[src/rtl/truth_table_sweeper.sv]
// Exhaustive truth-table sweeper: drives every input vector to two implementations,
// compares their outputs after a settle delay and records mismatch statistics.
module truth_table_sweeper #(
  parameter int N_IN   = 5,
  parameter int SETTLE = 1
) (
  input  logic            clk,
  input  logic            reset,
  input  logic            start,
  input  logic            abort,
  output logic [N_IN-1:0] vec,
  input  logic            f_a,
  input  logic            f_b,
  output logic            busy,
  output logic            done,
  output logic            pass,
  output logic [N_IN:0]   err_count,
  output logic            err_seen,
  output logic [N_IN-1:0] first_err
);

  localparam logic [N_IN-1:0] LAST      = '1;
  localparam logic [3:0]      SETTLE_LD = 4'(SETTLE);

  typedef enum logic [1:0] {IDLE, WAIT, SAMPLE, FINISH} state_t;

  state_t        state, state_nxt;
  logic [3:0]    settle_cnt;
  logic          mismatch;
  logic [N_IN:0] count_nxt;

  assign mismatch  = f_a ^ f_b;
  assign count_nxt = err_count + {{N_IN{1'b0}}, mismatch};
  assign busy      = (state != IDLE);
  assign done      = (state == FINISH);

  always_ff @(posedge clk or posedge reset) begin
    if (reset) state <= IDLE;
    else       state <= state_nxt;
  end

  always_comb begin
    state_nxt = state;
    case (state)
      IDLE:    if (start && !abort) state_nxt = WAIT;
      WAIT: begin
        if (abort)                 state_nxt = IDLE;
        else if (settle_cnt == 4'd1) state_nxt = SAMPLE;
      end
      SAMPLE: begin
        if (abort)             state_nxt = IDLE;
        else if (vec == LAST)  state_nxt = FINISH;
        else                   state_nxt = WAIT;
      end
      FINISH:  state_nxt = IDLE;
      default: state_nxt = IDLE;
    endcase
  end

  always_ff @(posedge clk or posedge reset) begin
    if (reset) begin
      vec        <= '0;
      settle_cnt <= '0;
      pass       <= 1'b0;
      err_count  <= '0;
      err_seen   <= 1'b0;
      first_err  <= '0;
    end else begin
      case (state)
        IDLE: begin
          vec <= '0;
          if (start && !abort) begin
            err_count  <= '0;
            err_seen   <= 1'b0;
            first_err  <= '0;
            pass       <= 1'b0;
            settle_cnt <= SETTLE_LD;
          end
        end
        WAIT: begin
          if (abort) begin
            vec  <= '0;
            pass <= 1'b0;
          end else begin
            settle_cnt <= settle_cnt - 4'd1;
          end
        end
        SAMPLE: begin
          // the comparison is counted even when this cycle also aborts
          err_count <= count_nxt;
          if (mismatch && !err_seen) begin
            err_seen  <= 1'b1;
            first_err <= vec;
          end
          if (abort) begin
            vec  <= '0;
            pass <= 1'b0;
          end else if (vec == LAST) begin
            pass <= (count_nxt == '0);
          end else begin
            vec        <= vec + 1'b1;
            settle_cnt <= SETTLE_LD;
          end
        end
        FINISH:  vec <= '0;
        default: vec <= '0;
      endcase
    end
  end

endmodule

[config.mk]
export PLATFORM = sky130hd
export DESIGN_NAME = truth_table_sweeper
export DESIGN_NICKNAME = d
export VERILOG_FILES = /design/src/rtl/truth_table_sweeper.sv
export SDC_FILE = /design/constraint.sdc
export NUM_CORES = 1
export LEC_CHECK = 0
export ABC_AREA = 0
export CORE_MARGIN = 2
export CORE_UTILIZATION = 61
export DETAILED_ROUTE_END_ITERATION = 7
export DONT_BUFFER_PORTS = 1
export GPL_ROUTABILITY_DRIVEN = 0
export HOLD_SLACK_MARGIN = 0.12
export PLACE_DENSITY = 0.77
export SLEW_MARGIN = 20
export SYNTH_ARGS = -nofsm -noshare
export SYNTH_HDL_FRONTEND = slang
export SYNTH_SLANG_ARGS = --single-unit
export TNS_END_PERCENT = 30
[constraint.sdc]
create_clock -name clk -period 2.4 [get_ports clk]
set_clock_uncertainty 0.15 [all_clocks]
set_input_delay 0.48 -clock clk [delete_from_list [all_inputs] [get_ports clk]]
set_output_delay 0.48 -clock clk [all_outputs]
set_load 0.1 [all_outputs]
### Word-level counts from Yosys, hierarchy flattened

Cells that the tools add are included.

* RAM bits: 0
* latch bits: 0
* bits in read-only memories: 0
* input port bits: 6
* memories: 0
* register bits after elaboration: 24

* reductions and logical operators: 16
* order comparisons: 0
* $mul: 0
* shifts and indexed selects: 0
* $add $sub $neg: 3
* equal/unequal tests: 14
* bitwise gates (word level): 1
* divide/modulo/power cells: 0
* multiplexer cells: 27

Operators by type and width (count)
* $mux 5: 5
* $mux 4: 4
* $pmux 5 s3: 1
* $ne 2x2->1 const B: 6
* $pmux 4 s3: 1
* $pmux 6 s2: 1
* $mux 2: 5
* $pmux 5 s2: 1
* $ne 3x3->1 const B: 3
* $pmux 2 s4: 1
* $add 6x1->6: 1
* $logic_not 6->1: 1
* $mux 6: 1
* $reduce_and 2->1: 3
* $add 5x1->5 const B: 1
* $eq 5x5->1 const B: 1
* $mux 1: 5
* $reduce_and 5->1: 1
* $eq 2x2->1 const B: 2
* $eq 4x1->1 const B: 1
* $reduce_and 4->1: 1
* $reduce_bool 2->1: 2
* $sub 4x1->4 const B: 1
* $pmux 1 s3: 1
* other kinds (9): 11

### Longest topological paths before layout

* word-level depth: 6
* mapped depth: 8
* gate-level depth less buffers: 8

### Worst setup path before layout

OpenSTA, ideal clock, no wires.

* path kind: register to register
* from: reg vec[0]
* to: reg settle_cnt[3]
* arrival time: 2235 ps
* period minus slack after synthesis: 2506 ps
* library setup time: 121 ps
* required time: 2129 ps
* cell stages (with the launch flop): 8
* path buffers: 0
* path slack: -106 ps
* path through: dfrtp_1 ha_1 and3_1 ha_1 nor3b_4 o21bai_4 o21ai_1 a22o_1

* word-level cells in the longest chain between the ends: 3

RTL lines
* start, declared: line 11 `output logic [N_IN-1:0] vec,`
* start signal, assigned: line 101 `vec <= vec + 1'b1;`
* $eq 5x5->1: line 98 `end else if (vec == LAST) begin`
* $ne 2x2->1 (no source line)
* $reduce_and 5->1 (no source line)
* end signal, assigned: line 85 `settle_cnt <= settle_cnt - 4'd1;`
* end, declared: line 28 `logic [3:0] settle_cnt;`

Every way passes these cells.
A chain may end at the register's enable or synchronous reset.

### Worst setup path in the final report

* from: reg state[0]
* to: out busy

* word-level cells in the longest chain between the ends: 1

RTL lines
* start, declared: line 27 `state_t state, state_nxt;`
* start signal, assigned: line 39 `else state <= state_nxt;`
* $reduce_bool 2->1: line 34 `assign busy = (state != IDLE);`
* end, declared: line 14 `output logic busy,`

Every way passes these cells.

==> results by group <==
Clocking
  • Skew-Pair Late Insertion Delay: 0.31 ns
  • Root buffer cell: clkbuf_4
  • CTS Buf Count: 3
  • Clk pin slew, worst setup/hold paths: 0.13 ns
  • CTS tree: done
  • Total number of H-tree levels: 1
  • Clk sinks: 24
  • CTS Buffer Depth: 2
  • Postcts setup bufs: 0
  • Post_cts resized: 0

Route
  • Via count: 1112
  • DRT iter0 DRCs: 21
  • Final wirelength: 2920 um
  • Vias per cell: 6.01
  • Antenna Violating Nets Remaining: 0
  • DRC Markers: 0
  • Routed WL per cell: 15.8 um
  • Pre-Repair DR Iteration Count: 4

STA
  • Max transition margin: 65.9%
  • Fin crit share: 90.6%
  • Peak Freq: 0.460 GHz
  • Setup TNS: 0 ns
  • Clock period minus final worst setup slack: 2.18 ns
  • RSZ-0062 raised after global routing: false
  • Final worst slack: 0.225 ns
  • Endpoints failing setup: 0
  • Hold Violations, Final: 0
  • Actual slew at the worst max-slew pin: 0.511 ns
  • Fin. max-slew vios: 0

Status
  • Outcome: finished clean

Pwr
  • Leakage power: 0.756 nW
  • Clock share of power: 17.2%
  • Net switching power: 0.533 mW
  • Sw Share: 43.1%
  • P per Cell Area: 777 nW/um^2
  • Combinational power share: 40.1%
  • Seq pwr share: 42.7%
  • Internal: 0.703 mW
  • Maximum vdd drop: 0.668 mV
  • Total Power: 1.24 mW

Global routing
  • Wire length of the first global-routing pass: 4790 um
  • Vias in the first global route: 1056
  • GRT Residual Overflow: 0
  • Antenna violations before repair: 0
  • Largest net degree at the start of global routing: 16
  • Tot GR Track Use: 24.3%

Finish
  • Register area: 603 um^2
  • Most frequent cells in the layout: 22 x dfrtp_1, 21 x buf_4, 13 x o21ai_0, 11 x nor2_1, 9 x nand2_1
  • Ratio of cells with drive above 1 in the final layout: 23.6%
  • Fin nets: 170
  • Most common cell after layout, fill and taps aside: dfrtp_1
  • Ant. Diodes: 0
  • Area Growth Syn to Fin: 16.3%
  • Fillers: 156
  • Multi-input gate area: 717 um^2

Setup path
  • Top Family by Delay on Critical Path: flip-flops
  • CP startpoint kind: register
  • Largest stage delay on the critical path: 0.69 ns
  • Crit path max-delay cell type: dfrtp_1
  • Sequence of cells on the critical path: or2_2
  • Buf/Inv on CP: 0
  • Critical path class: register to output pin
  • CP required: 1.77 ns
  • Worst EP arrival: 1.55 ns
  • CP max FO: 14
  • CP endpoint kind: output pin

Floorplan
  • Die area: 2640 um^2
  • Die H: 51.4 um
  • Core Area: 2170 um^2
  • Die Wd: 51.4 um
  • I/O pins: 26
  • Initial Util: 63.1%
  • Cell Rows: 17

Min path
  • Worst min path class: input pin to register

Synth
  • Register area share after synthesis: 43.9%
  • Mapped Cells: 135
  • Yosys warns: 0
  • Netlist Area Pre-Place: 1370 um^2
  • Post-synth net total: 147
  • Synth cell types: 43
  • Flops & latches, synth: 24
  • Mean Syn Cell Area: 10.1 um^2

Placement
  • Detail Placement HPWL: 2100 um
  • Port Buffer Count: 0
  • Post-Place Worst Slack: 0.223 ns

Job
  • Max Cap Violations: 0
==> cells in the mapped netlist <==
cell type   n  share of area (%)
nand4_1     1               0.46
o2111ai_1   1               0.64
nand2b_4    1                1.0
xor2_1      1               0.64
o21ai_1     2               0.73
nor2b_4     1                1.0
a21oi_1     6                2.2
nor4_2      1               0.91
buf_4       2                1.1
a32oi_1     1               0.64
nor4_1      1               0.46
a22oi_1     1               0.55
and2_1      2               0.91
a22o_1      8                5.1
nand3_2     1               0.73
inv_1       6                1.6
dfrtp_1    24                 44
nand4b_1    1               0.64
xnor2_1     2                1.3
or3_1       1               0.46
nor2b_1     2               0.91
nor2_1     11                3.0
or4_1       1               0.55
and3_1      1               0.46
or2_2       1               0.46
nand2b_1    4                1.8
nand2_1     9                2.5
buf_2       2               0.73
o21ai_0    13                4.8
nor3b_4     1                1.4
clkbuf_1    1               0.27
o21ba_2     1               0.73
ha_1        6                5.5
nand3b_1    3                1.6
nor3_2      1               0.73
a2bb2oi_1   1               0.64
a21o_1      1               0.55
o31ai_1     3                1.6
a211o_1     1               0.64
o22ai_1     1               0.46
mux2i_1     3                2.2
o21bai_4    2                2.7
nand3_1     2               0.73
==> sequential cells by signal, indices dropped and copies added (netlist names) <==
register / cells
err_count: 6
err_seen: 1
first_err: 5
pass: 1
settle_cnt: 4
state: 2
vec: 5
==> final cells by class <==
type | count | share of cell area [%]
sequential | 24 | 37.9
clock buffer | 4 | 2.28
inverter | 6 | 1.42
multi-input combinational | 100 | 45.0
tap | 28 | 2.20
timing repair buffer | 23 | 11.2
==> what timing repair did <==
item,4_1_cts,5_1_grt
hold buffers,2,0
endpoints found under the hold margin,18,0
setup endpoints to repair,0,0
==> path summary, 6_finish.rpt <==
| kind | startpoint | endpoint | slack, ns | cells past startpoint |
|---|---|---|---|---|
| worst max-delay path | state[0]$_DFFE_PP0P_ | busy | 0.22 | 1 |
| worst min-delay path | abort | settle_cnt[0]$_DFFE_PP0P_ | 0.19 | 2 |
| worst max register to register | vec[0]$_DFFE_PP0P_ | settle_cnt[2]$_DFFE_PP0P_ | 0.34 | 7 |
| worst min register to register | first_err[0]$_DFFE_PP0P_ | first_err[0]$_DFFE_PP0P_ | 0.37 | 1 |
| max in group asynchronous | reset | settle_cnt[1]$_DFFE_PP0P_ | 1.11 | 3 |
| min in group asynchronous | reset | first_err[2]$_DFFE_PP0P_ | 0.44 | 2 |
==> through the flow <==
step | hold slack (ns) | utilization, % | area [um^2] | std cells
CTS | 0.189 | 73.4 | 1590 | 185
global placement | 0.237 | 70.8 | 1540 | 179
detailed placement | 0.245 | 70.8 | 1540 | 179
finish | 0.195 | 73.4 | 1590 | 185
floorplan | 0.335 | - | 1370 | 135
global route | 0.211 | 73.4 | 1590 | 185
==> worst register-to-register path, stage by stage, from the launching register on <==
cell and delay, ns:
dfrtp_2 0.43, ha_1 0.23, and3_1 0.19, ha_1 0.28, nor3b_4 0.30, o21bai_4 0.13
o21ai_0 0.16, o21ai_0 0.10
==> logic make-up after synthesis <==
kind of cell	after synthesis	synth area share, %
muxes	3	2.19
AOI/OAI and AO/OA	42	22.0
DFF	24	43.9
buffers and inverters	11	3.75
adders and majority gates	6	5.48
xor gates and xnor gates	3	1.92
and+or+nand+nor	46	20.8
==> power groups by stage <==
stage                     logic (mW)  registers [mW]  clock network [mW]
final                          0.495           0.528               0.213
after CTS                      0.498           0.527               0.219
after global routing           0.534           0.540               0.230
after global placement         0.475           0.529                   0
after detailed placement       0.491           0.536                   0
after floorplan                0.296           0.638                   0
==> routing by layer <==
metal	track usage (%)	vias to the layer above	wire (um)	part of all wire [%]
li1	-	536	-	-
met1	34.4	552	1390	48
met2	37.8	22	1400	48
met3	3.80	2	119	4.1
met4	8.77	0	16	0.55
met5	0	-	0	0
No activity file was read; power rests on OpenSTA's default activity.
